File: config.mk
export PLATFORM = sky130hd
export DESIGN_NAME = serial_adder
export DESIGN_NICKNAME = d
export VERILOG_FILES = /design/src/rtl/serial_adder.sv
export SDC_FILE = /design/constraint.sdc
export NUM_CORES = 1
export LEC_CHECK = 0
export ABC_AREA = 1
export CORE_AREA = 4 4 67 69
export CTS_BUF_LIST = sky130_fd_sc_hd__clkbuf_4 sky130_fd_sc_hd__clkbuf_8
export CTS_CLUSTER_SIZE = 12
export DETAILED_ROUTE_END_ITERATION = 10
export DIE_AREA = 0 0 71 73
export GPL_ROUTABILITY_DRIVEN = 0
export MAX_ROUTING_LAYER = met4
export PLACE_DENSITY_LB_ADDON = 0.2
export SETUP_SLACK_MARGIN = 0.2
export SKIP_LAST_GASP = 1
export SYNTH_ARGS = -nofsm -noshare
export SYNTH_HDL_FRONTEND = slang
export SYNTH_SLANG_ARGS = --single-unit
File: constraint.sdc
create_clock -name clk -period 1.1 [get_ports clk]
set_input_delay 0.22 -clock clk [delete_from_list [all_inputs] [get_ports clk]]
set_output_delay 0.22 -clock clk [all_outputs]
set_load 0.03 [all_outputs]
File: src/rtl/serial_adder.sv
// ============================================================================
// Module   : serial_adder
// Brief    : Bit-serial WIDTH-bit adder, one full-adder slice, LSB first,
//            start/done handshake. Optional subtract mode: SERIAL_ADDER_SUB_EN.
// Revision : 1.0
// ============================================================================
`default_nettype none

module serial_adder #(
  parameter int WIDTH = 8
) (
  input  logic             clk,
  input  logic             rst_n,
  input  logic             start,
  input  logic [WIDTH-1:0] a,
  input  logic [WIDTH-1:0] b,
  input  logic             cin,
`ifdef SERIAL_ADDER_SUB_EN
  input  logic             sub,
`endif
  output logic             busy,
  output logic             done,
  output logic [WIDTH-1:0] sum,
  output logic             cout
);

  localparam int              c_cnt_w = $clog2(WIDTH);
  localparam logic [c_cnt_w-1:0] c_last = c_cnt_w'(WIDTH - 1);

  typedef enum logic [1:0] {
    ST_IDLE = 2'd0,
    ST_RUN  = 2'd1,
    ST_DONE = 2'd2
  } state_t;

  state_t               r_state;
  state_t               w_next;
  logic [WIDTH-1:0]     r_a;
  logic [WIDTH-1:0]     r_b;
  logic [WIDTH-1:0]     r_res;
  logic [WIDTH-1:0]     r_sum;
  logic                 r_cout;
  logic                 r_carry;
  logic [c_cnt_w-1:0]   r_cnt;

  logic                 w_accept;
  logic                 w_last;
  logic                 w_fa_sum;
  logic                 w_fa_carry;
  logic [WIDTH-1:0]     w_b_load;
  logic                 w_c_load;

  // Subtraction is a + ~b + 1: invert b once at capture and seed the carry.
`ifdef SERIAL_ADDER_SUB_EN
  assign w_b_load = sub ? ~b : b;
  assign w_c_load = sub ? 1'b1 : cin;
`else
  assign w_b_load = b;
  assign w_c_load = cin;
`endif

  // Single full-adder slice operating on the current LSBs and the carry flop.
  assign w_fa_sum   = r_a[0] ^ r_b[0] ^ r_carry;
  assign w_fa_carry = (r_a[0] & r_b[0]) | (r_carry & (r_a[0] ^ r_b[0]));

  assign w_accept = start && (r_state != ST_RUN);
  assign w_last   = (r_cnt == c_last);

  always_ff @(posedge clk or negedge rst_n) begin
    if (!rst_n) begin
      r_state <= ST_IDLE;
    end else begin
      r_state <= w_next;
    end
  end

  always_comb begin
    w_next = r_state;
    case (r_state)
      ST_IDLE: if (start) w_next = ST_RUN;
      ST_RUN:  if (w_last) w_next = ST_DONE;
      ST_DONE: w_next = start ? ST_RUN : ST_IDLE;
      default: w_next = ST_IDLE;
    endcase
  end

  always_ff @(posedge clk or negedge rst_n) begin
    if (!rst_n) begin
      r_a     <= '0;
      r_b     <= '0;
      r_res   <= '0;
      r_sum   <= '0;
      r_cout  <= 1'b0;
      r_carry <= 1'b0;
      r_cnt   <= '0;
    end else if (w_accept) begin
      r_a     <= a;
      r_b     <= w_b_load;
      r_carry <= w_c_load;
      r_cnt   <= '0;
    end else if (r_state == ST_RUN) begin
      // Result fills from the MSB end so bit 0 lands in place after WIDTH shifts.
      r_res   <= {w_fa_sum, r_res[WIDTH-1:1]};
      r_carry <= w_fa_carry;
      r_a     <= r_a >> 1;
      r_b     <= r_b >> 1;
      r_cnt   <= r_cnt + 1'b1;
      if (w_last) begin
        r_sum  <= {w_fa_sum, r_res[WIDTH-1:1]};
        r_cout <= w_fa_carry;
      end
    end
  end

  assign busy = (r_state == ST_RUN);
  assign done = (r_state == ST_DONE);
  assign sum  = r_sum;
  assign cout = r_cout;

endmodule

`default_nettype wire

==> reports/metrics.cfg, run 1 <==
[setup_path]
critPathKind=reg -> out
r2r_slack_ns=-0.13
worstReg2RegEnd=r_carry
worst_ep_arrival_time_ns=1.06
critical_path.reg2reg.startpoint=r_state[0]
worst_setup_path_start_kind=flop
required_ns=0.88
r2r_cells=7
worstPathMaxFanout=4
critical_path_sink_type=output pin

[synth]
avgSynthCellArea_sq_um=10.20
netlist-cell-type-count=19
synth_area_sq_um=1846
netlist_instances=181
syn-num-nets=204
ys_warn_count=0
yosysSeqAreaShare=0.5153
postSynthRegisterBits=38

[power]
switching_power_mw=2.951
ir_worst_vdd_mv=1.284
p_total_mw=7.569
internal_power_mw=4.618
power_frac_clock=0.135
p_comb_frac=0.546
p_per_area_nw_per_um2=2718
seq_power_share=0.319
p_leak_nw=1.353
swShare=0.3899

[cells_and_area]
net_count_final=268
finish.instance_area_sq_um=2785
postLayoutCoreUtil=0.7116
num_antenna_cells=0
syn_to_final_growth_pct=50.92
final_layout_size_suffix_gt1_frac=0.4675

[clock_network]
clock_sinks=38
worst_skew_pair.late_latency_ns=0.29
cts_made_buffers=5
cts_buffer_depth=2
cts_tree=done
worst_setup_hold_path_clk_slew_ns=0.07
clock_tree.root_cell=clkbuf_8
clock_tree.htree_level_count=2

[drt]
via_count=1512
finalWirelength_mm=4.324
drt.antenna.violating_nets=0
detail_route.vias_per_cell=5.108
detailedRoute.firstPassIterationCount=2
post_drt_wl_per_cell_um=14.61
drt_drc_violations_left=0
drt_first_iter_violations=40

[sta]
min_period_ns=1.280
hold_viol_final=0
tcrit_tclk_final=1.164
worstMarginPinSlew_ns=0.2058
report.final.setup_viol=35
hold_ws_ns=0.4216
skew_ns=0.004961
finalMaxSlewViolations=0
rsz0062_at_grt=true
final_critical_path_setup_slack_ns=-0.1802
timing.fmax_mhz=781.1
timing.max_slew.rel_slack=0.8628

[grt]
grt_start_max_net_pins=39
grt_antenna_before_repair=0
gr-usage-all-layers=0.1912
grt_first_pass_wirelength_mm=7.403
grt_pass1_vias=1576
gr-total-overflow=0

[floorplan]
chipHeight_um=73
die_area_sq_um=5183
initial_core_util=0.4715
core_sq_um=3914
io_pins=31
core.rowCount=23
dieWidth_um=71

[worst_hold_path]
worstHoldPathType=in -> async

[run_status]
violations=setup timing
outcome=finished with violations

[flow_run]
cap_viol_max_count=0

[placed_design]
instance_area_at_placement_sq_um=2288
port_buffers=30
dpl.hpwl_mm=2.546

==> power groups by stage <==
stage / Sequential (mW) / Combinational, mW / Clock, mW
after floorplan: 2.59 / 1.91 / 0
after global placement: 2.35 / 2.74 / 0
after detailed placement: 2.37 / 2.84 / 0
after CTS: 2.39 / 3.96 / 1.04
after global routing: 2.48 / 4.48 / 1.10
final: 2.42 / 4.13 / 1.02
==> metrics by stage <==
stage,setup TNS (ns),std cells,setup slack [ns]
final,-3.363,296,-0.1802
after global routing,-5.955,296,-0.2395
after CTS,-3.253,292,-0.1868
after detailed placement,-3.012,267,-0.1872
after global placement,-2.402,267,-0.1405
after floorplan,-0.002189,181,-0.002189
==> cell usage in the layout (no fill, tap or decap), types with 2 or more instances in the layout <==
master           netlist  final
o21ai_2                4      4
inv_2                  2      2
clkbuf_8               0      6
nand3_2               23     31
nand2_1               57     45
nand3_1               29     21
buf_12                 4      5
inv_1                  5      4
o21ai_0                3      2
nand2_4                0      4
nand2_8                0      2
buf_6                  2     17
clkdlybuf4s50_1        0     18
nor2_4                 1      3
dfrtp_1               38     38
nand2_2                2      8
buf_16                 0      3
buf_8                  0      2
buf_4                  1     20
==> registers in the layout, summed over array words and instances, names as in the netlist <==
register  flops
cout          1
r_a           8
r_b           8
r_carry       1
r_state       2
r_cnt         3
sum           8
r_res         7
==> how the worst max path moves through the flow <==
stage | start | end | slack (ns) | cells past startpoint
after floorplan | r_b[0] | r_res[7] | -0.002 | 3
after global placement | start | r_a[3] | -0.14 | 5
after detailed placement | start | r_b[0] | -0.19 | 5
after CTS | r_state[1] | busy | -0.19 | 3
after global routing | r_state[1] | done | -0.24 | 4
final | r_state[0] | done | -0.18 | 3
==> cells in the mapped netlist <==
cell,instances,area share
nand2_2,2,0.0068
buf_6,2,0.012
inv_2,2,0.0041
dfrtp_1,38,0.52
nand3_1,29,0.079
inv_1,5,0.010
o22ai_1,1,0.0034
nand3_2,23,0.12
fa_1,1,0.011
nor2_8,1,0.011
buf_12,4,0.043
buf_4,1,0.0041
nor2_1,1,0.0020
nor2_4,1,0.0061
o21ai_2,4,0.019
ha_1,2,0.014
o21ai_0,3,0.0081
nand2_1,57,0.12
buf_2,4,0.011
==> layout make-up <==
cell class                      count  area [sq um]
Multi-Input combinational cell    126         895.9
Clock inverter                      1         5.005
Timing Repair Buffer               67         749.5
Fill cell                         283          1129
Tap cell                           50         62.56
Clock buffer                        7         90.09
Sequential cell                    38         950.9
Inverter                            7         31.28
==> worst max-delay path, stage by stage, from the launching register on <==
cell     delay [ns]
dfrtp_1        0.43
buf_6          0.14
nor2_4         0.07
buf_6          0.13
==> timing repair <==
item / CTS / global route
setup buffers: 12 / 4
gates resized for setup: 39 / 8
hold buffers: 1 / 0
pin swaps: 7 / 2
gates cloned: 4 / 0
endpoints found under the hold margin: 38 / 0
setup endpoints to repair: 49 / 49
==> metal layers <==
metal	share of wire	routed length (um)	track usage
met5	0	0	-
met4	0.019	82	0.06263
met3	0.038	166	0.05647
met2	0.53	2278	0.3275
met1	0.42	1796	0.2150
==> kinds of logic after synthesis <==
| logic type | share of synthesized area |
|---|---|
| AO/OA/AOI/OAI | 0.03051 |
| buffers and inverters | 0.08475 |
| AND/OR/NAND/NOR | 0.3451 |
| flip-flops | 0.5153 |
| adder cells (fa/ha/maj) | 0.02441 |
Power figures use the tool's default switching activity.
==> run 2, diff against run 1 <==
GPL_ROUTABILITY_DRIVEN = not set   (was 0)
==> results of run 2 <==
Final layout, timing and power as in run 1 (identical DEF).
==> run 3, diff against run 2 <==
CORE_AREA = 4 4 64 66   (was 4 4 67 69)
DIE_AREA = 0 0 68 70   (was 0 0 71 73)
clock period = 1.47 ns   (was 1.1 ns; I/O delays follow)
==> run 3 against run 2 <==
  * Wire length decreased by 19%
  * The flow now finishes without violations
  * Largest cell class unchanged
  * Critical path type unchanged
  * Global-route usage decreased by 2.2 points
  * Worst setup slack improved by 0.29 ns
  * Sequential power decreased by 29%
  * Final area decreased by 16%
  * Critical endpoint is now busy
  * Register-to-register slack improved by 0.38 ns
  * Cell count decreased by 7.8%
  * Clock skew increased by 0.00093 ns
==> reports/metrics.cfg, run 3 (synthesis gave the netlist of run 1 again) <==
[run_status]
outcome=complete, no violations

[placed_design]
gp_congestion=0.7796
port_buffers=30  ; unchanged
dpl.hpwl_mm=2.398  ; -5.8%
post-place-ws_ns=0.1340  ; +0.3212 ns

[sta]
timing.max_slew.rel_slack=0.7125  ; -0.1503
min_period_ns=1.361
report.final.setup_viol=0  ; -100%
fin_tns_setup_ns=0  ; +3.363 ns
final_critical_path_setup_slack_ns=0.1088  ; +0.2891 ns
hold_ws_ns=0.4059  ; -0.01570 ns
worstMarginPinSlew_ns=0.4312  ; +0.2254 ns
finalMaxSlewViolations=0  ; unchanged
hold_viol_final=0  ; unchanged
timing.fmax_mhz=734.7
rsz0062_at_grt=true
skew_ns=0.005892  ; +0.0009318 ns
tcrit_tclk_final=0.9260

[floorplan]
io_pins=31  ; unchanged
initial_core_util=0.5157  ; +0.04419
core.rowCount=22  ; -4.3%
core_sq_um=3578  ; -8.6%
dieWidth_um=68  ; -4.2%
die_area_sq_um=4760  ; -8.2%
chipHeight_um=70  ; -4.1%

[setup_path]
critPathKind=reg -> out
worstPathMaxFanout=3  ; -1
critical_path_sink_type=output pin
required_ns=1.18  ; +0.30 ns
worst_setup_path_start_kind=flop
worst_ep_arrival_time_ns=1.07  ; about the same

[cells_and_area]
postLayoutCoreUtil=0.6556  ; -0.05604
nFillCells=298  ; +5.3%
multiInputGateArea_sq_um=762.0  ; -15%
ff_latch_area_sq_um=950.9  ; unchanged
final_common_cell=nand2_1
syn_to_final_growth_pct=27.12
net_count_final=248  ; -7.5%
final_layout_size_suffix_gt1_frac=0.3200  ; -0.1475
num_antenna_cells=0  ; unchanged
commonest_cells_after_routing_fill_and_taps_aside=nand2_1 (57), dfrtp_1 (38), nand3_1 (29)

[clock_network]
worst_skew_pair.late_latency_ns=0.34  ; +0.05 ns
worst_setup_hold_path_clk_slew_ns=0.11  ; +0.04 ns
clock_tree.htree_level_count=2  ; unchanged
cts_tree=done
cts_made_buffers=5  ; unchanged
clock_tree.root_cell=clkbuf_4
cts_buffer_depth=2  ; unchanged
clock_sinks=38  ; unchanged

[grt]
grt_start_max_net_pins=24  ; -38%
grt_first_pass_wirelength_mm=5.954  ; -20%
gr-total-overflow=0  ; unchanged
grt_pass1_vias=1405  ; -11%
gr-usage-all-layers=0.1691  ; -0.02203
grt_antenna_before_repair=0  ; unchanged

[drt]
drt_first_iter_violations=59  ; +48%
finalWirelength_mm=3.523  ; -19%
drt.antenna.violating_nets=0  ; unchanged
detail_route.vias_per_cell=5.147  ; +0.75%
detailedRoute.firstPassIterationCount=4  ; +2
via_count=1405  ; -7.1%
drt_drc_violations_left=0  ; unchanged
post_drt_wl_per_cell_um=12.90  ; -12%

[power]
p_per_area_nw_per_um2=1969  ; -28%
p_total_mw=4.619  ; -39%
ir_worst_vdd_mv=0.8510  ; -34%
p_leak_nw=1.167  ; -14%

[worst_hold_path]
worstHoldPathType=in -> async

[flow_run]
cap_viol_max_count=0  ; unchanged

==> run 3: final timing paths <==
path | start | to | slack [ns] | depth (start not counted)
max | r_state[0] | busy | 0.11 | 3
min | rst_n | sum[4] | 0.41 | 2
max reg2reg | r_state[0] | r_carry | 0.25 | 6
min reg2reg | r_res[5] | sum[4] | 0.48 | 2
max in group asynchronous | rst_n | r_b[0] | 0.55 | 3
min in group clk | r_res[5] | sum[4] | 0.48 | 2
==> run 3: report_power, final <==
group	internal (mW)	switching (mW)
clock	0.396	0.337
combinational	0.950	1.21
sequential	1.47	0.254
==> run 3: metrics by stage <==
step	instance area, sq um	std cells
detailed placement	2171	257
CTS	2248	267
global route	2346	273
global placement	2171	257
finish	2346	273
floorplan	1846	181
==> run 3: repair_timing <==
action | in CTS | in global routing
pin swaps | 1 | 2
gates resized for setup | 47 | 7
hold buffers | 1 | 0
buffers inserted | 2 | 4
gates cloned | 0 | 2
setup endpoints to repair | 20 | 15
endpoints found under the hold margin | 17 | 0
==> run 3: area by class of cell <==
class,count,share of cell area
timing repair buffer,48,0.1973
inverter,7,0.01227
sequential,38,0.4053
clock buffer,6,0.02187
tap,48,0.02560
multi-input combinational,125,0.3248
clock inverter,1,0.01280
==> run 3: critical path: stages (launching register included) <==
cell and delay, ns:
dfrtp_1 0.42, inv_2 0.06, nor2_4 0.10, buf_6 0.14
==> run 3: layer usage <==
metal	routed length [um]	share of wire	global-route usage
met2	1849	0.52	0.2762
met1	1472	0.42	0.1887
met5	0	0	-
met3	154	0.044	0.05788
met4	46	0.013	0.05960
